<file path="src/rtl/snake_move_sched.sv">
// Move tick generator + 2-deep direction key queue for the snake datapath; optional pause via SNAKE_PAUSE_EN.
// Latency: key press -> q_count/drop_pulse next cycle; queued dir appears with the tick that pops it.
// Backpressure: none; presses are dropped (drop_pulse) when illegal or when the queue is full.
module snake_move_sched #(
    parameter int TICK_BASE = 12_500_000,
    parameter int TICK_STEP = 625_000,
    parameter int TICK_MIN  = 2_500_000,
    parameter int LVL_MAX   = 15,
    parameter int CNT_W     = 24
) (
    input  logic       clk,
    input  logic       rst_n,
    input  logic       key_right,
    input  logic       key_left,
    input  logic       key_down,
    input  logic       key_up,
`ifdef SNAKE_PAUSE_EN
    input  logic       key_pause,
`endif
    input  logic [1:0] game_status,
    input  logic       add_cube,
    output logic       move_tick,
    output logic [1:0] dir,
    output logic [3:0] level,
    output logic [1:0] q_count,
    output logic       drop_pulse
);

    localparam logic [1:0] S_IDLE  = 2'd0;
    localparam logic [1:0] S_RUN   = 2'd1;
`ifdef SNAKE_PAUSE_EN
    localparam logic [1:0] S_PAUSE = 2'd2;
`endif

    logic [1:0]       state;
    logic [CNT_W-1:0] cnt;
    logic [CNT_W-1:0] period;
    logic [CNT_W-1:0] next_period;
    logic [31:0]      lvl_red;
    logic [1:0]       q0, q1;
    logic [1:0]       cand, ref_dir;
    logic             playing, pause_tog, active, tick_now;
    logic             key_any, reject, push, pop;

    assign playing = (game_status == 2'b01);
`ifdef SNAKE_PAUSE_EN
    assign pause_tog = key_pause;
`else
    assign pause_tog = 1'b0;
`endif
    // The cycle that toggles pause neither counts nor accepts keys.
    assign active   = playing && (state == S_RUN) && !pause_tog;
    assign tick_now = active && (cnt == period - 1'b1);

    assign lvl_red     = {28'd0, level} * 32'(TICK_STEP);
    assign next_period = (lvl_red + 32'(TICK_MIN) >= 32'(TICK_BASE)) ?
                         CNT_W'(TICK_MIN) : CNT_W'(32'(TICK_BASE) - lvl_red);

    always_comb begin
        key_any = key_right | key_left | key_down | key_up;
        if (key_right)     cand = 2'b00;
        else if (key_left) cand = 2'b01;
        else if (key_down) cand = 2'b10;
        else               cand = 2'b11;
        // Legality is judged against the last direction the snake will have taken.
        if (q_count == 2'd0)      ref_dir = dir;
        else if (q_count == 2'd2) ref_dir = q1;
        else                      ref_dir = q0;
        reject = (cand == ref_dir) || (cand == (ref_dir ^ 2'b01)) || (q_count == 2'd2);
        push   = active && key_any && !reject;
        pop    = tick_now && (q_count != 2'd0);
    end

    always_ff @(posedge clk or negedge rst_n) begin
        if (!rst_n) begin
            state      <= S_IDLE;
            cnt        <= '0;
            period     <= CNT_W'(TICK_BASE);
            q0         <= 2'b00;
            q1         <= 2'b00;
            q_count    <= 2'd0;
            dir        <= 2'b00;
            level      <= 4'd0;
            move_tick  <= 1'b0;
            drop_pulse <= 1'b0;
        end else if (!playing) begin
            state      <= S_IDLE;
            cnt        <= '0;
            period     <= CNT_W'(TICK_BASE);
            q0         <= 2'b00;
            q1         <= 2'b00;
            q_count    <= 2'd0;
            dir        <= 2'b00;
            level      <= 4'd0;
            move_tick  <= 1'b0;
            drop_pulse <= 1'b0;
        end else begin
            move_tick  <= tick_now;
            drop_pulse <= active && key_any && reject;

            case (state)
                S_IDLE:  state <= S_RUN;
`ifdef SNAKE_PAUSE_EN
                S_RUN:   if (pause_tog) state <= S_PAUSE;
                S_PAUSE: if (pause_tog) state <= S_RUN;
`else
                S_RUN:   state <= S_RUN;
`endif
                default: state <= S_IDLE;
            endcase

            // Period only changes at a tick, so a level change never cuts an interval short.
            if (active) begin
                if (tick_now) begin
                    cnt    <= '0;
                    period <= next_period;
                end else begin
                    cnt <= cnt + 1'b1;
                end
            end

            if ((state != S_IDLE) && add_cube && (level != 4'(LVL_MAX)))
                level <= level + 4'd1;

            if (pop)
                dir <= q0;
            case ({push, pop})
                2'b10: begin
                    if (q_count == 2'd0) q0 <= cand;
                    else                 q1 <= cand;
                    q_count <= q_count + 2'd1;
                end
                2'b01: begin
                    q0      <= q1;
                    q_count <= q_count - 2'd1;
                end
                2'b11:   q0 <= cand;
                default: ;
            endcase
        end
    end

endmodule

</file>
<file path="config.mk">
export PLATFORM = sky130hd
export DESIGN_NAME = snake_move_sched
export DESIGN_NICKNAME = d
export VERILOG_FILES = /design/src/rtl/snake_move_sched.sv
export SDC_FILE = /design/constraint.sdc
export NUM_CORES = 1
export LEC_CHECK = 0
export CAP_MARGIN = 40
export CORE_ASPECT_RATIO = 1.75
export CORE_MARGIN = 2
export CORE_UTILIZATION = 45
export DETAILED_ROUTE_END_ITERATION = 7
export PLACE_DENSITY = 0.72
export SLEW_MARGIN = 20
export SYNTH_ARGS = -nofsm -noshare
export SYNTH_HDL_FRONTEND = slang
export SYNTH_SLANG_ARGS = --single-unit
</file>
<file path="constraint.sdc">
create_clock -name clk -period 6.2 [get_ports clk]
set_input_delay 1.55 -clock clk [delete_from_list [all_inputs] [get_ports clk]]
set_output_delay 1.55 -clock clk [all_outputs]
set_load 0.05 [all_outputs]
</file>
==> results of run 1 <==
-- registers in the layout (all words and copies together), names as in the netlist --
register    flops
cnt            24
dir             2
drop_pulse      1
level           4
move_tick       1
period         21
q0              2
q1              2
q_count         2
state           1
-- cell type report --
type | count | share of cell area [%]
repair buffers | 22 | 3.95
inverters | 31 | 2.04
clock inverters | 4 | 0.856
clock buffers | 12 | 4.32
well taps | 132 | 2.90
flip-flops and latches | 60 | 26.6
multi-input cells | 491 | 59.3
-- critical path: cells and delay by family (launching register included) --
kind                       cells  cell delay (ns)
buffers and inverters          2             0.29
DFF                            1             0.72
and+or+nand+nor                3             0.42
adders and majority gates      3             1.27
AOI/OAI and AO/OA              4             1.72
xor gates and xnor gates       2             0.48
-- logic make-up (layout without fill, tap and decap cells) --
logic type | Yosys count | count (layout) | synth area share, %
muxes | 9 | 9 | 1.81
buffers and inverters | 57 | 69 | 4.32
AOI/OAI and AO/OA | 134 | 134 | 18.7
DFF | 60 | 60 | 29.6
xor gates and xnor gates | 70 | 70 | 12.0
adders and majority gates | 32 | 32 | 8.11
and+or+nand+nor | 246 | 246 | 25.5
-- metrics by stage --
stage / total power (uW) / hold slack [ns] / instances / utilization (%)
floorplan: 427 / 0.449 / 608 / -
global placement: 449 / 0.467 / 735 / 48.4
detailed placement: 450 / 0.498 / 735 / 48.4
CTS: 945 / 0.511 / 751 / 51.1
global route: 972 / 0.531 / 752 / 51.4
finish: 941 / 0.519 / 752 / 51.4
-- power breakdown --
part	leakage, uW	internal (uW)	total (uW)	switching (uW)
clock	0.000147	321	495	174
sequential	0.000795	394	397	3.07
combinational	0.00143	16.7	48.6	31.9
total	0.00237	732	941	209
-- layer usage --
layer | GRT usage [%] | routed length [um] | up-vias
met3 | 3.01 | 425 | 49
met4 | 14.6 | 781 | 0
met2 | 42.2 | 7360 | 126
met5 | 0 | 0 | -
li1 | - | - | 2223
met1 | 23.8 | 4970 | 2222
-- path summary, 6_finish.rpt --
check	from	endpoint	cells past startpoint
setup / recovery	level[2]$_DFFE_PN0P_	period[22]$_DFFE_PN0P_	14
hold / removal	q0[1]$_DFFE_PN0P_	q0[1]$_DFFE_PN0P_	2
setup reg to reg	level[2]$_DFFE_PN0P_	period[22]$_DFFE_PN0P_	14
hold reg to reg	q0[1]$_DFFE_PN0P_	q0[1]$_DFFE_PN0P_	2
max in group asynchronous	rst_n	period[17]$_DFFE_PN1P_	3
min in group asynchronous	rst_n	cnt[8]$_DFFE_PN0P_	2
-- cells in the final DEF, fill, tap and decap left out, types with 4 or more instances in the layout --
| master | count |
|---|---|
| dfstp_2 | 12 |
| or4_1 | 7 |
| o22ai_1 | 4 |
| a221o_1 | 4 |
| clkdlybuf4s50_1 | 17 |
| mux2i_1 | 7 |
| a21o_1 | 6 |
| nand2_1 | 45 |
| nor2_1 | 61 |
| nor2b_1 | 5 |
| inv_1 | 29 |
| ha_1 | 30 |
| nand4_1 | 12 |
| o31ai_1 | 13 |
| xnor2_1 | 48 |
| and4_1 | 6 |
| dfrtp_1 | 48 |
| xor2_1 | 22 |
| or2_2 | 4 |
| nor3_1 | 22 |
| a22o_1 | 8 |
| nand2b_1 | 7 |
| nand3_1 | 20 |
| a21oi_1 | 24 |
| o21ai_0 | 25 |
| clkbuf_16 | 9 |
| or3_1 | 9 |
| nor4_1 | 12 |
| and2_1 | 6 |
| o211ai_1 | 6 |
| and3_1 | 10 |
| o21a_1 | 4 |
==> flow_summary.yaml, run 1 <==
run_status:
  outcome: "complete, no violations"
synth:
  synth_area_leaders: "dfrtp_1, xnor2_1, ha_1"
  synth.avg_cell_area_um2: 8.42
  yosys.area.top_type_share_pct: 23.5
  synthCells: 608
  synth-edff-count: 0
  syn_area_um2: 5120
  synthFlopType: "dfrtp_1"
  async_reset_ff_share_pct: 100
  ys_ff_latch: 60
  ys_types: 77
  synth_most_common_cell: "nor2_1"
  ys_warn_count: 0
  ys_seq_area_share_pct: 29.6
  synth_nets: 649
  synth_commonest_cells: "nor2_1, dfrtp_1, xnor2_1"
  yosysTopAreaCell: "dfrtp_1"
floorplanning:
  die_area_um2: 12300
  die-height_um: 145
  fp-row-count: 51
  die_w_um: 84.6
  coreArea_um2: 11100
  boundaryPins: 19
  start_util_pct: 46.1
worst_setup_path:
  path_cells: "inv_1 > ha_1 > fa_1 > inv_1 > ha_1 > nand4_1 > nor2b_1 > o311ai_1 > nand2_1 > xnor2_1 > o21ai_0 > a2111oi_0 > xor2_1 > o31ai_1"
  crit_path_top_delay_cell: "dfrtp_1"
  crit_path_max_fanout: 20
  rrSetupSlack_ns: 1.20
  required_ns: 6.43
  cp-start-kind: "register"
  slowest_delay_ns: 0.72
  crit_path_end_kind: "register"
  critPathArrivalTime_ns: 5.23
  crit_type: "register to register"
timing:
  max_slew_margin_pct: 45.8
  hold_viol_final: 0
  drv_slew: 0
  setup_viol: 0
  worst_pin_slew_ns: 0.810
  finalWorstPathRequiredPeriod_ns: 5.00
  timing.setup.tns_ns: 0
  rsz0062_at_grt: "no"
  setup_ws_ns: 1.20
  finClkSkew_ns: 0.00872
  fin_crit_sh_pct: 80.6
  fmax_ghz: 0.200
pwr:
  vdd_drop_max_mv: 0.212
  power.leakage_uw: 0.00237
  p_per_area_nw_per_um2: 165
global_routing:
  grt.overflow.total: 0
  grt_pass1_vias: 4834
  grt_max_degree: 61
  grt_pass1_wl_mm: 22.9
  antenna_found_initial: 0
  grt_usage_pct: 23.0
cts:
  htree_levels: 3
  numCtsBuffers: 9
  cts_buffer_depth: 2
  cts-resized-gates: 0
  clk_latency_ns: 0.33
  cts_sinks: 60
  cts_hold_buffers: 0
  cts_setup_buffers: 0
  clk_pin_slew_worst_paths_ns: 0.05
  clock-root-buffer: "clkbuf_16"
  cts_tree: "built"
cells_and_area:
  final_cell_area_um2: 5700
  multi_input_area_um2: 3380
  drive_above_1_share_pct: 8.39
  areaGrowthSynthToFinish_pct: 11.3
  seq_area_um2: 1520
  diodes: 0
  fin_nets: 656
  fillers: 1062
placement:
  place_ws_ns: 1.33
  port_buffers: 18
  gp_congestion: 0.892
  dp_hpwl_mm: 10.4
  postPlaceCellArea_um2: 5380
routing:
  vias: 4620
  drt-initial-drc-count: 282
  drt-wirelength-per-cell_um: 18.0
  routed_wl_mm: 13.5
  drc: 0
  firstDrtPassIters: 5
  vias_per_cell: 6.14
  postRouteAntennaNets: 0
flow_run:
  drv_cap: 0
min_path:
  hold_path.class: "register to register"
(Power assumes the default switching activity.)
==> run 2: changes to the inputs <==
- clock period: 6.2 -> 4.9 ns (I/O delays scaled with it)
==> run 2 against run 1 <==
Against the previous run: clock skew decreased by 0.0013 ns; register-to-register slack lost 0.66 ns; utilization is 0.69 points higher; via count up 2.7%; cell count is 1.3% higher; largest cell class unchanged; largest power group unchanged.
==> flow_summary.yaml, run 2 (synthesis gave the netlist of run 1 again) <==
cells_and_area:
  diodes: 0
  final_cell_area_um2: 5780
  reg.largest.list: "cnt: 24 flops, period: 21 flops, level: 4 flops"
  areaGrowthSynthToFinish_pct: 12.8
  fin_nets: 666
  drive_above_1_share_pct: 10.0
  largest_register_ff_count: 24
  top_register: "cnt"
  layout_common_cells: "nor2_1, xnor2_1, dfrtp_1"
  final_util_pct: 52.0
  final_common_cell: "nor2_1"
timing:
  rsz0062_at_grt: "no"
  hold_viol_final: 0
  setup_viol: 0
  fin_crit_sh_pct: 89.0
  drv_slew: 0
  finClkSkew_ns: 0.00740
  fmax_ghz: 0.229
  worst_pin_slew_ns: 0.735
  setup_ws_ns: 0.541
  timing.setup.tns_ns: 0
  finalWorstPathRequiredPeriod_ns: 4.36
  max_slew_margin_pct: 50.8
pwr:
  p_clk_share_pct: 53.3
  power.leakage_uw: 0.00242
  finalPower_uw: 1210
  swShare_pct: 22.5
  pwr-share-seq_pct: 41.2
  pwr-share-comb_pct: 5.5
  vdd_drop_max_mv: 0.249
  power_switching_uw: 273
  intPower_uw: 939
  p_per_area_nw_per_um2: 210
cts:
  cts_sinks: 60
  htree_levels: 3
  clk_pin_slew_worst_paths_ns: 0.05
  cts_tree: "built"
  numCtsBuffers: 9
  cts_hold_buffers: 0
  cts_buffer_depth: 2
  cts-resized-gates: 0
  clock-root-buffer: "clkbuf_16"
  clk_latency_ns: 0.33
  cts_setup_buffers: 0
routing:
  routed_wl_mm: 14.4
  vias: 4745
  drt-wirelength-per-cell_um: 18.9
  drc: 0
  firstDrtPassIters: 5
  vias_per_cell: 6.23
  drt-initial-drc-count: 292
  postRouteAntennaNets: 0
flow_run:
  drv_cap: 0
worst_setup_path:
  crit_path_max_fanout: 9
  rr_startpoint: "level[1]$_DFFE_PN0P_"
  required_ns: 5.14
  crit_type: "register to register"
  cp-start-kind: "register"
  crit_path_end_kind: "register"
  cp-startpoint: "level[1]$_DFFE_PN0P_"
  critPathArrivalTime_ns: 4.60
floorplanning:
  boundaryPins: 19
  die_w_um: 84.6
  die-height_um: 145
  die_area_um2: 12300
  fp-row-count: 51
  coreArea_um2: 11100
  start_util_pct: 46.1
global_routing:
  grt_max_degree: 45
  grt_usage_pct: 23.9
  grt_pass1_wl_mm: 23.4
  antenna_found_initial: 0
  grt_pass1_vias: 4859
  grt.overflow.total: 0
placement:
  postPlaceCellArea_um2: 5470
  gp_congestion: 0.927
  dp_hpwl_mm: 11.1
  place_ws_ns: 0.560
  port_buffers: 18
min_path:
  hold_start: "q0[1]$_DFFE_PN0P_"
  hold_path.class: "register to register"
run_status:
  outcome: "complete, no violations"
==> run 2: layout make-up <==
type,instances,area (um2)
fillers,1106,5330
multi-input cells,491,3380
flip-flops and latches,60,1520
repair buffers,32,293
clock buffers,12,256
well taps,132,165
inverters,31,116
clock inverters,4,47.5
==> run 2: final timing paths <==
| check | to | slack [ns] | cells after the start |
|---|---|---|---|
| worst max register to register | period[22]$_DFFE_PN0P_ | 0.54 | 14 |
| worst min register to register | q0[1]$_DFFE_PN0P_ | 0.49 | 2 |
| worst min-delay path | q0[1]$_DFFE_PN0P_ | 0.49 | 2 |
| min in group asynchronous | period[9]$_DFFE_PN0P_ | 0.81 | 1 |
| worst max-delay path | period[22]$_DFFE_PN0P_ | 0.54 | 14 |
| max in group asynchronous | cnt[14]$_DFFE_PN0P_ | 3.17 | 2 |
==> run 2: power groups by stage <==
stage	clock network, uW	registers (uW)	logic (uW)
after floorplan	0	509	31.6
after global placement	0	508	65.6
after detailed placement	0	508	66.7
after CTS	653	500	67.0
after global routing	674	499	73.5
final	645	500	66.9
==> run 2: per-layer routing <==
| metal | up-vias | GRT usage (%) | wire, um |
|---|---|---|---|
| met4 | 0 | 14.7 | 739 |
| li1 | 2251 | - | - |
| met5 | - | 0 | 0 |
| met3 | 52 | 3.13 | 356 |
| met2 | 115 | 45.7 | 8010 |
| met1 | 2327 | 23.4 | 5280 |
==> run 2: worst max-delay path, cell delays in order, from the launching register on <==
cell,delay [ns]
dfrtp_1,0.53
ha_1,0.26
inv_1,0.06
fa_1,0.48
inv_1,0.05
ha_1,0.34
nor2b_1,0.18
o2111ai_1,0.27
nor4bb_1,0.57
nor3b_1,0.16
nor2_1,0.23
o21ai_0,0.17
a2111oi_0,0.61
xor2_1,0.13
o31ai_1,0.20
==> run 2: per-stage QoR <==
stage                     std cells  hold WS (ns)
after floorplan                 608         0.449
final                           762         0.490
after CTS                       762         0.495
after detailed placement        746         0.483
after global routing            762         0.532
after global placement          746         0.469
==> run 3: changes to the inputs <==
- CORE_ASPECT_RATIO: 1.75 -> 0.9
- clock period: 4.9 -> 5.6 ns (I/O delays scaled with it)
==> run 3 against run 2 <==
Against the previous run: hold slack better by 0.0019 ns; critical path depth stayed put; combinational power is 17% lower; wire length is 8.0% lower; cell count is 1.6% higher; via count is 4.3% lower; largest cell class unchanged.
==> flow_summary.yaml, run 3 (synthesis gave the netlist of run 1 again) <==
routing:
  postRouteAntennaNets: 0
  drt-wirelength-per-cell_um: 17.1
  drt-initial-drc-count: 391
  routed_wl_mm: 13.2
  drc: 0
  vias: 4543
  vias_per_cell: 5.87
  firstDrtPassIters: 5
cells_and_area:
  diodes: 0
  largest_register_ff_count: 24
  fin_nets: 658
  top_register: "cnt"
  areaGrowthSynthToFinish_pct: 12.4
  layout_common_cells: "nor2_1, xnor2_1, dfrtp_1"
  drive_above_1_share_pct: 8.84
  reg.largest.list: "cnt: 24 flops, period: 21 flops, level: 4 flops"
  final_cell_area_um2: 5760
  final_util_pct: 52.6
  final_common_cell: "nor2_1"
worst_setup_path:
  crit_type: "register to register"
  slowest_delay_ns: 0.71
  crit_path_end_kind: "register"
  critPathArrivalTime_ns: 5.13
  required_ns: 5.83
  critPathTopFamily: "compound AO/OA/AOI/OAI gates"
  crit_path_max_fanout: 20
  cp-start-kind: "register"
  path_cells: "inv_1 > ha_1 > fa_1 > inv_1 > ha_1 > nand3_1 > a21boi_0 > o311ai_1 > nand2_1 > xnor2_1 > o21ai_0 > a2111oi_0 > xor2_1 > o31ai_1"
  critical_path_buf_inv_count: 2
  crit_path_top_delay_cell: "dfrtp_1"
placement:
  port_buffers: 18
  postPlaceCellArea_um2: 5420
  dp_hpwl_mm: 9.70
  gp_congestion: 0.882
  place_ws_ns: 0.810
floorplanning:
  die_w_um: 116
  die_area_um2: 12300
  start_util_pct: 46.8
  boundaryPins: 19
  coreArea_um2: 10900
  die-height_um: 105
  fp-row-count: 36
global_routing:
  grt_max_degree: 61
  grt.overflow.total: 0
  antenna_found_initial: 0
  grt_pass1_vias: 4470
  grt_pass1_wl_mm: 22.3
  grt_usage_pct: 22.8
pwr:
  pwr-share-comb_pct: 5.1
  power.leakage_uw: 0.00239
  power_switching_uw: 234
  finalPower_uw: 1090
  intPower_uw: 854
  vdd_drop_max_mv: 0.146
  p_clk_share_pct: 54.5
  pwr-share-seq_pct: 40.3
  swShare_pct: 21.5
  p_per_area_nw_per_um2: 189
timing:
  fmax_ghz: 0.204
  setup_viol: 0
  fin_crit_sh_pct: 87.4
  rsz0062_at_grt: "no"
  timing.setup.tns_ns: 0
  finalWorstPathRequiredPeriod_ns: 4.90
  drv_slew: 0
  setup_ws_ns: 0.703
  finClkSkew_ns: 0.00743
  hold_viol_final: 0
  worst_pin_slew_ns: 0.757
  max_slew_margin_pct: 49.4
cts:
  clock-root-buffer: "clkbuf_16"
  cts_hold_buffers: 0
  clk_pin_slew_worst_paths_ns: 0.05
  cts-resized-gates: 0
  clk_latency_ns: 0.33
  cts_tree: "built"
  cts_buffer_depth: 2
  cts_sinks: 60
  numCtsBuffers: 9
  cts_setup_buffers: 0
  htree_levels: 3
run_status:
  outcome: "complete, no violations"
flow_run:
  drv_cap: 0
min_path:
  hold_path.class: "register to register"
==> run 3: cell types whose count changed in the layout (fill, tap and decap cells not counted) <==
| cell | previous run | this run |
|---|---|---|
| buf_4 | 13 | 5 |
| bufinv_16 | 1 | 2 |
| clkbuf_8 | 2 | 1 |
| clkinv_2 | 2 | 3 |
| clkinvlp_4 | 1 | 0 |
==> run 3: stage by stage <==
step,hold slack [ns],instances
after floorplan,0.449,608
after global placement,0.471,757
after detailed placement,0.487,757
after CTS,0.499,773
after global routing,0.514,774
final,0.492,774
==> run 3: final timing paths <==
kind	start	endpoint	slack [ns]	cells past startpoint
max reg2reg	level[2]$_DFFE_PN0P_	period[22]$_DFFE_PN0P_	0.70	14
max	level[2]$_DFFE_PN0P_	period[22]$_DFFE_PN0P_	0.70	14
min in group asynchronous	rst_n	cnt[0]$_DFFE_PN0P_	1.03	2
max in group asynchronous	rst_n	period[15]$_DFFE_PN1P_	4.00	3
min reg2reg	q0[0]$_DFFE_PN0P_	q0[0]$_DFFE_PN0P_	0.49	2
min	q0[0]$_DFFE_PN0P_	q0[0]$_DFFE_PN0P_	0.49	2
==> run 3: metal layers <==
layer	GRT usage, %	up-vias	part of all wire (%)
met4	6.21	0	1.6
met2	38.1	127	48
met3	4.58	18	5.2
li1	-	2229	-
met5	0	-	0
met1	29.7	2169	45
==> run 3: power by group through the flow <==
| stage | Combinational, uW | Clock, uW | Sequential [uW] |
|---|---|---|---|
| finish | 55.6 | 593 | 439 |
| global route | 61.7 | 624 | 439 |
| CTS | 54.1 | 601 | 439 |
| detailed placement | 53.6 | 0 | 446 |
| global placement | 52.6 | 0 | 446 |
| floorplan | 27.6 | 0 | 446 |
==> run 3: worst register-to-register path, cell delays in order, from the launching register on <==
cell	delay [ns]
dfrtp_1	0.71
inv_1	0.24
ha_1	0.38
fa_1	0.51
inv_1	0.05
ha_1	0.23
nand3_1	0.11
a21boi_0	0.11
o311ai_1	0.66
nand2_1	0.26
xnor2_1	0.35
o21ai_0	0.28
a2111oi_0	0.58
xor2_1	0.12
o31ai_1	0.20
==> run 3: final cells by class <==
cell class	instances	area, um2
clock inverters	5	75.1
fillers	1017	5190
inverters	31	116
repair buffers	24	233
flip-flops and latches	60	1520
well taps	152	190
multi-input cells	491	3380
clock buffers	11	243
